### config.mk
export PLATFORM = sky130hd
export DESIGN_NAME = tm1638_responder
export DESIGN_NICKNAME = d
export VERILOG_FILES = /design/src/rtl/tm1638_pkg.sv /design/src/rtl/tm1638_sync_edge.sv /design/src/rtl/tm1638_responder.sv
export SDC_FILE = /design/constraint.sdc
export NUM_CORES = 1
export LEC_CHECK = 0
export CAP_MARGIN = 20
export CORE_ASPECT_RATIO = 1.25
export CORE_MARGIN = 2
export CORE_UTILIZATION = 54
export DETAILED_ROUTE_END_ITERATION = 16
export PLACE_DENSITY_LB_ADDON = 0.15
export SYNTH_ARGS = -nofsm -noshare
export SYNTH_HDL_FRONTEND = slang
export SYNTH_HIERARCHICAL = 1
export SYNTH_SLANG_ARGS = --single-unit
### constraint.sdc
create_clock -name CLK_IN -period 2.49 [get_ports CLK_IN]
set_input_delay 0.249 -clock CLK_IN [delete_from_list [all_inputs] [get_ports CLK_IN]]
set_output_delay 0.249 -clock CLK_IN [all_outputs]
set_load 0.02 [all_outputs]
### src/rtl/tm1638_pkg.sv
// Shared TM1638 protocol constants and responder FSM state type.
package tm1638_pkg;

  localparam logic [1:0] CMD_DATA = 2'b01;
  localparam logic [1:0] CMD_DISP = 2'b10;
  localparam logic [1:0] CMD_ADDR = 2'b11;

  localparam int OP_MSB      = 7;
  localparam int OP_LSB      = 6;
  localparam int FIXED_BIT   = 2;
  localparam int READ_BIT    = 1;
  localparam int DISP_ON_BIT = 3;
  localparam int RAM_DEPTH   = 16;
  localparam int KEY_BITS    = 32;

  typedef enum logic [2:0] {
    ST_IDLE,
    ST_CMD,
    ST_WDATA,
    ST_READ,
    ST_IGNORE
  } tm_state_e;

endpackage

### src/rtl/tm1638_sync_edge.sv
// Multi-flop synchronizer with registered rise/fall pulses; q_o is aligned with the pulses.
module tm1638_sync_edge #(
  parameter int   STAGES  = 2,
  parameter logic RST_VAL = 1'b1
) (
  input  logic clk_i,
  input  logic rst_i,
  input  logic d_i,
  output logic q_o,
  output logic rise_o,
  output logic fall_o
);

  logic [STAGES-1:0] sync_q;
  logic              prev_q;
  logic              rise_q;
  logic              fall_q;

  always_ff @(posedge clk_i) begin
    if (rst_i) begin
      sync_q <= {STAGES{RST_VAL}};
      prev_q <= RST_VAL;
      rise_q <= 1'b0;
      fall_q <= 1'b0;
    end else begin
      sync_q <= {sync_q[STAGES-2:0], d_i};
      rise_q <= sync_q[STAGES-1] & ~prev_q;
      fall_q <= ~sync_q[STAGES-1] & prev_q;
      prev_q <= sync_q[STAGES-1];
    end
  end

  assign q_o    = prev_q;
  assign rise_o = rise_q;
  assign fall_o = fall_q;

endmodule

### src/rtl/tm1638_responder.sv
// TM1638 device model: decodes master frames, holds display RAM, returns key-scan bits.
module tm1638_responder
  import tm1638_pkg::*;
#(
  parameter int SYNC_STAGES = 2
) (
  input  logic        CLK_IN,
  input  logic        RST_IN,
  input  logic        TM1638_STB,
  input  logic        TM1638_CLK,
  input  logic        TM1638_DIO_IN,
  output logic        TM1638_DIO_OUT,
  output logic        TM1638_DIO_OE,
  input  logic [31:0] KEYS,
  input  logic [3:0]  RAM_RADDR,
  output logic [7:0]  RAM_RDATA,
  output logic        RAM_WE,
  output logic [3:0]  RAM_WADDR,
  output logic [7:0]  RAM_WDATA,
  output logic        DISP_ON,
  output logic [2:0]  BRIGHTNESS,
  output logic        FRAME_ERR
);

  logic stb_rise, stb_fall, clk_rise, clk_fall, dio_s;
  logic unused_stb_lvl, unused_clk_lvl, unused_dio_rise, unused_dio_fall;

  tm1638_sync_edge #(.STAGES(SYNC_STAGES), .RST_VAL(1'b1)) u_stb (
    .clk_i(CLK_IN), .rst_i(RST_IN), .d_i(TM1638_STB),
    .q_o(unused_stb_lvl), .rise_o(stb_rise), .fall_o(stb_fall)
  );
  tm1638_sync_edge #(.STAGES(SYNC_STAGES), .RST_VAL(1'b1)) u_clk (
    .clk_i(CLK_IN), .rst_i(RST_IN), .d_i(TM1638_CLK),
    .q_o(unused_clk_lvl), .rise_o(clk_rise), .fall_o(clk_fall)
  );
  tm1638_sync_edge #(.STAGES(SYNC_STAGES), .RST_VAL(1'b0)) u_dio (
    .clk_i(CLK_IN), .rst_i(RST_IN), .d_i(TM1638_DIO_IN),
    .q_o(dio_s), .rise_o(unused_dio_rise), .fall_o(unused_dio_fall)
  );

  tm_state_e   state_q, state_d;
  logic [3:0]  cnt_q, cnt_d;
  logic [7:0]  sh_q, sh_d;
  logic [3:0]  addr_q, addr_d;
  logic        fixed_q, fixed_d, rmode_q, rmode_d;
  logic        disp_on_q, disp_on_d;
  logic [2:0]  bright_q, bright_d;
  logic        we_q, we_d;
  logic [3:0]  waddr_q, waddr_d;
  logic [7:0]  wdata_q, wdata_d;
  logic        ferr_q, ferr_d, oe_q, oe_d, dout_q, dout_d;
  logic [31:0] keys_q, keys_d;
  logic [5:0]  rd_cnt_q, rd_cnt_d;
  logic [7:0]  byte_v;
  logic        byte_done;
  logic [7:0]  ram_q [RAM_DEPTH];
  logic [7:0]  rdata_q;

  always_comb begin
    state_d   = state_q;
    cnt_d     = cnt_q;
    sh_d      = sh_q;
    addr_d    = addr_q;
    fixed_d   = fixed_q;
    rmode_d   = rmode_q;
    disp_on_d = disp_on_q;
    bright_d  = bright_q;
    we_d      = 1'b0;
    waddr_d   = waddr_q;
    wdata_d   = wdata_q;
    ferr_d    = 1'b0;
    oe_d      = oe_q;
    dout_d    = dout_q;
    keys_d    = keys_q;
    rd_cnt_d  = rd_cnt_q;
    byte_v    = {dio_s, sh_q[7:1]};
    byte_done = 1'b0;

    if (stb_rise) begin
      state_d = ST_IDLE;
      oe_d    = 1'b0;
      // A counter of 8 means the last byte closed cleanly; 0 means no bits at all.
      if (state_q != ST_IDLE && cnt_q != 4'd0 && cnt_q != 4'd8) ferr_d = 1'b1;
    end else if (stb_fall) begin
      cnt_d = 4'd0;
      if (state_q == ST_IDLE) state_d = ST_CMD;
    end else begin
      if (clk_rise && state_q != ST_IDLE) begin
        sh_d      = byte_v;
        cnt_d     = (cnt_q == 4'd8) ? 4'd1 : cnt_q + 4'd1;
        byte_done = (cnt_d == 4'd8);
        if (state_q == ST_READ && rd_cnt_q != 6'd32) rd_cnt_d = rd_cnt_q + 6'd1;
      end
      case (state_q)
        ST_CMD: begin
          if (byte_done) begin
            case (byte_v[OP_MSB:OP_LSB])
              CMD_DATA: begin
                fixed_d = byte_v[FIXED_BIT];
                rmode_d = byte_v[READ_BIT];
                if (byte_v[READ_BIT]) begin
                  state_d  = ST_READ;
                  keys_d   = KEYS;
                  rd_cnt_d = 6'd0;
                end else begin
                  state_d = ST_IGNORE;
                end
              end
              CMD_DISP: begin
                disp_on_d = byte_v[DISP_ON_BIT];
                bright_d  = byte_v[2:0];
                state_d   = ST_IGNORE;
              end
              CMD_ADDR: begin
                addr_d  = byte_v[3:0];
                state_d = ST_WDATA;
              end
              default: state_d = ST_IGNORE;
            endcase
          end
        end
        ST_WDATA: begin
          if (byte_done) begin
            we_d    = 1'b1;
            waddr_d = addr_q;
            wdata_d = byte_v;
            if (!fixed_q) addr_d = addr_q + 4'd1;
          end
        end
        ST_READ: begin
          if (clk_fall) begin
            if (rd_cnt_q == 6'd32) begin
              oe_d = 1'b0;
            end else begin
              oe_d   = 1'b1;
              dout_d = keys_q[rd_cnt_q[4:0]];
            end
          end
        end
        default: ;
      endcase
    end
  end

  always_ff @(posedge CLK_IN) begin
    if (RST_IN) begin
      state_q   <= ST_IDLE;
      cnt_q     <= 4'd0;
      sh_q      <= 8'h00;
      addr_q    <= 4'd0;
      fixed_q   <= 1'b0;
      rmode_q   <= 1'b0;
      disp_on_q <= 1'b0;
      bright_q  <= 3'd0;
      we_q      <= 1'b0;
      waddr_q   <= 4'd0;
      wdata_q   <= 8'h00;
      ferr_q    <= 1'b0;
      oe_q      <= 1'b0;
      dout_q    <= 1'b0;
      keys_q    <= 32'h0;
      rd_cnt_q  <= 6'd0;
    end else begin
      state_q   <= state_d;
      cnt_q     <= cnt_d;
      sh_q      <= sh_d;
      addr_q    <= addr_d;
      fixed_q   <= fixed_d;
      rmode_q   <= rmode_d;
      disp_on_q <= disp_on_d;
      bright_q  <= bright_d;
      we_q      <= we_d;
      waddr_q   <= waddr_d;
      wdata_q   <= wdata_d;
      ferr_q    <= ferr_d;
      oe_q      <= oe_d;
      dout_q    <= dout_d;
      keys_q    <= keys_d;
      rd_cnt_q  <= rd_cnt_d;
    end
  end

  // Read port samples the array before this cycle's write lands, so a collision returns old data.
  always_ff @(posedge CLK_IN) begin
    if (RST_IN) begin
      for (int i = 0; i < RAM_DEPTH; i++) ram_q[i] <= 8'h00;
      rdata_q <= 8'h00;
    end else begin
      if (we_d) ram_q[waddr_d] <= wdata_d;
      rdata_q <= ram_q[RAM_RADDR];
    end
  end

  assign TM1638_DIO_OUT = dout_q;
  assign TM1638_DIO_OE  = oe_q;
  assign RAM_RDATA      = rdata_q;
  assign RAM_WE         = we_q;
  assign RAM_WADDR      = waddr_q;
  assign RAM_WDATA      = wdata_q;
  assign DISP_ON        = disp_on_q;
  assign BRIGHTNESS     = bright_q;
  assign FRAME_ERR      = ferr_q;

endmodule

==> reports/qor.yml <==
path_class: "register to register"
status: "complete, no violations"
io_pins: 69
core_area_um2: 19300
place_congestion: 0.909
netSwitchingFraction_pct: 20.8
p_leak_uw: 0.00400
avgSynthCellArea_um2: 11.9
drtIter0Drc: 982
vias_per_cell: 6.78
hold_viol_final: 0
diodes: 0
worstHoldPathType: "primary input to register"
syn-cell-area_um2: 10500
dp_hpwl_um: 18600
overflow: 0
min_period_ns: 2.31
seq_power_share_pct: 51.3
placed_cells: 1163
nFillCells: 1440
place_worst_setup_slack_ns: 0.150
layout_common_cells: "edfxtp_1 (128), dfxtp_1 (98), nor4_1 (93)"
cts.root.buffer_cell: "clkbuf_16"
first_global_vias: 7972
dr.pass1.iters: 6
clockBufferDepth: 3
setup_violations: 0
grt_pass1_wl_um: 44400
grt_max_degree: 120
finalWorstSetupSlack_ns: 0.176
ir_worst_vdd_uv: 504
crit_slowest_cell: "or3b_4"
grt_usage_pct: 27.5
switching_power_uw: 1640
cts.sink_count: 226
slew_headroom_pct: 39.9
rsz0062_at_grt: "no"
route.vias.total: 8164
tightest_slew_ns: 0.901
fin_nets: 999
power.density_nw_per_um2: 631
clkTransAtPathRegs_ns: 0.06
path_max_fanout: 57
layoutNonFillerInstCount: 1205
port_buffers: 68
multiInputGateArea_um2: 4250
antenna_found_initial: 0
h-tree-depth: 1
fin_skew_ns: 0.0139
total_power_uw: 7910
critPathArrivalTime_ns: 2.53
ant_nets: 0
cts-buffers-inserted: 22
worstSetupEndpointType: "register"
mostFrequentLayoutCell: "edfxtp_1"
die_area_um2: 20600
area_delta_synth_final_pct: 19.3
rows: 57
wl_um: 28000
critical-path-max-stage-delay_ns: 0.43
maxCapViolations: 0
critPathRequiredTime_ns: 2.70
seq_area_um2: 5810
p_clk_share_pct: 43.3
post-route-drc-count: 0
wl_per_cell_um: 23.2
clk_latency_ns: 0.51
yosys_warnings: 6
synth_nets: 929
slew_viol_final: 0
utilization_pct: 65.1
tritoncts: "built"
die_x_um: 129
clock.fmax_mhz: 432
synthCells: 883
layout-drive-gt1-share_pct: 20.6
post-route-period-util_pct: 92.9
p_comb_share_pct: 5.4
path_cells: "or3b_4 -> nor2_2 -> nand3_2 -> buf_12 -> o41ai_2 -> buf_4"
p_int_uw: 6260
initial_core_util_pct: 54.5
startpoint_type: "register"
fp.dieH_um: 160
## cell type report
cell class	count	area share (%)
timing repair buffer	153	11.0
clock inverter	7	0.350
inverter	10	0.300
multi-input combinational	540	33.9
clock buffer	33	5.78
sequential	226	46.3
tap	236	2.36
## path summary, 6_finish.rpt
path | start | depth (start not counted) | slack [ns] | end
max | u_stb/fall_o | 6 | 0.18 | ram_q[12][4]
min | TM1638_DIO_IN | 2 | 0.30 | u_dio/sync_q[0]
max reg2reg | u_stb/fall_o | 6 | 0.18 | ram_q[12][4]
min reg2reg | u_clk/sync_q[0] | 1 | 0.41 | u_clk/sync_q[1]
## power groups by stage
stage / logic (uW) / clock network (uW) / registers [uW]
final: 430 / 3420 / 4060
after global routing: 457 / 3600 / 4060
after CTS: 433 / 3450 / 4060
after detailed placement: 432 / 0 / 4140
after global placement: 427 / 0 / 4130
after floorplan: 221 / 0 / 4140
## state kept, by name (all words and copies together), names as in the netlist, 2 cells and up
register and count:
ram_q 128, rd_cnt_q 6, u_dio/sync_q 2, cnt_q 4, addr_q 4, BRIGHTNESS 3
RAM_WDATA 8, u_stb/sync_q 2, sh_q 7, state_q 3, RAM_RDATA 8, RAM_WADDR 4
u_clk/sync_q 2, keys_q 32
## critical path: cells and delay by family, from the launching register on
family / cells / cell delay (ns)
DFF: 1 / 0.34
AOI/OAI and AO/OA: 1 / 0.35
and+or+nand+nor: 3 / 0.85
buffers and inverters: 2 / 0.47
## metal layers
metal	global-route usage [%]	part of all wire (%)	vias up
li1	-	-	3681
met3	3.65	7.2	62
met1	35.5	38	4028
met2	47.1	51	393
met4	10.6	3.5	0
met5	0	0	-
## metrics by stage
stage                     setup TNS, ns  area (um2)  hold slack (ns)
after floorplan                   -7.76       10500            0.321
after global placement                0       11700            0.386
after detailed placement              0       11700            0.394
after CTS                             0       12500            0.296
after global routing                  0       12500            0.307
final                                 0       12500            0.301
## timing repair
| action | in CTS | in global routing |
|---|---|---|
| gates resized for setup | 0 | 1 |
| buffers inserted | 0 | 2 |
| endpoints found under the setup margin | 0 | 21 |
| hold buffers | 0 | 0 |
Power figures use the tool's default switching activity.
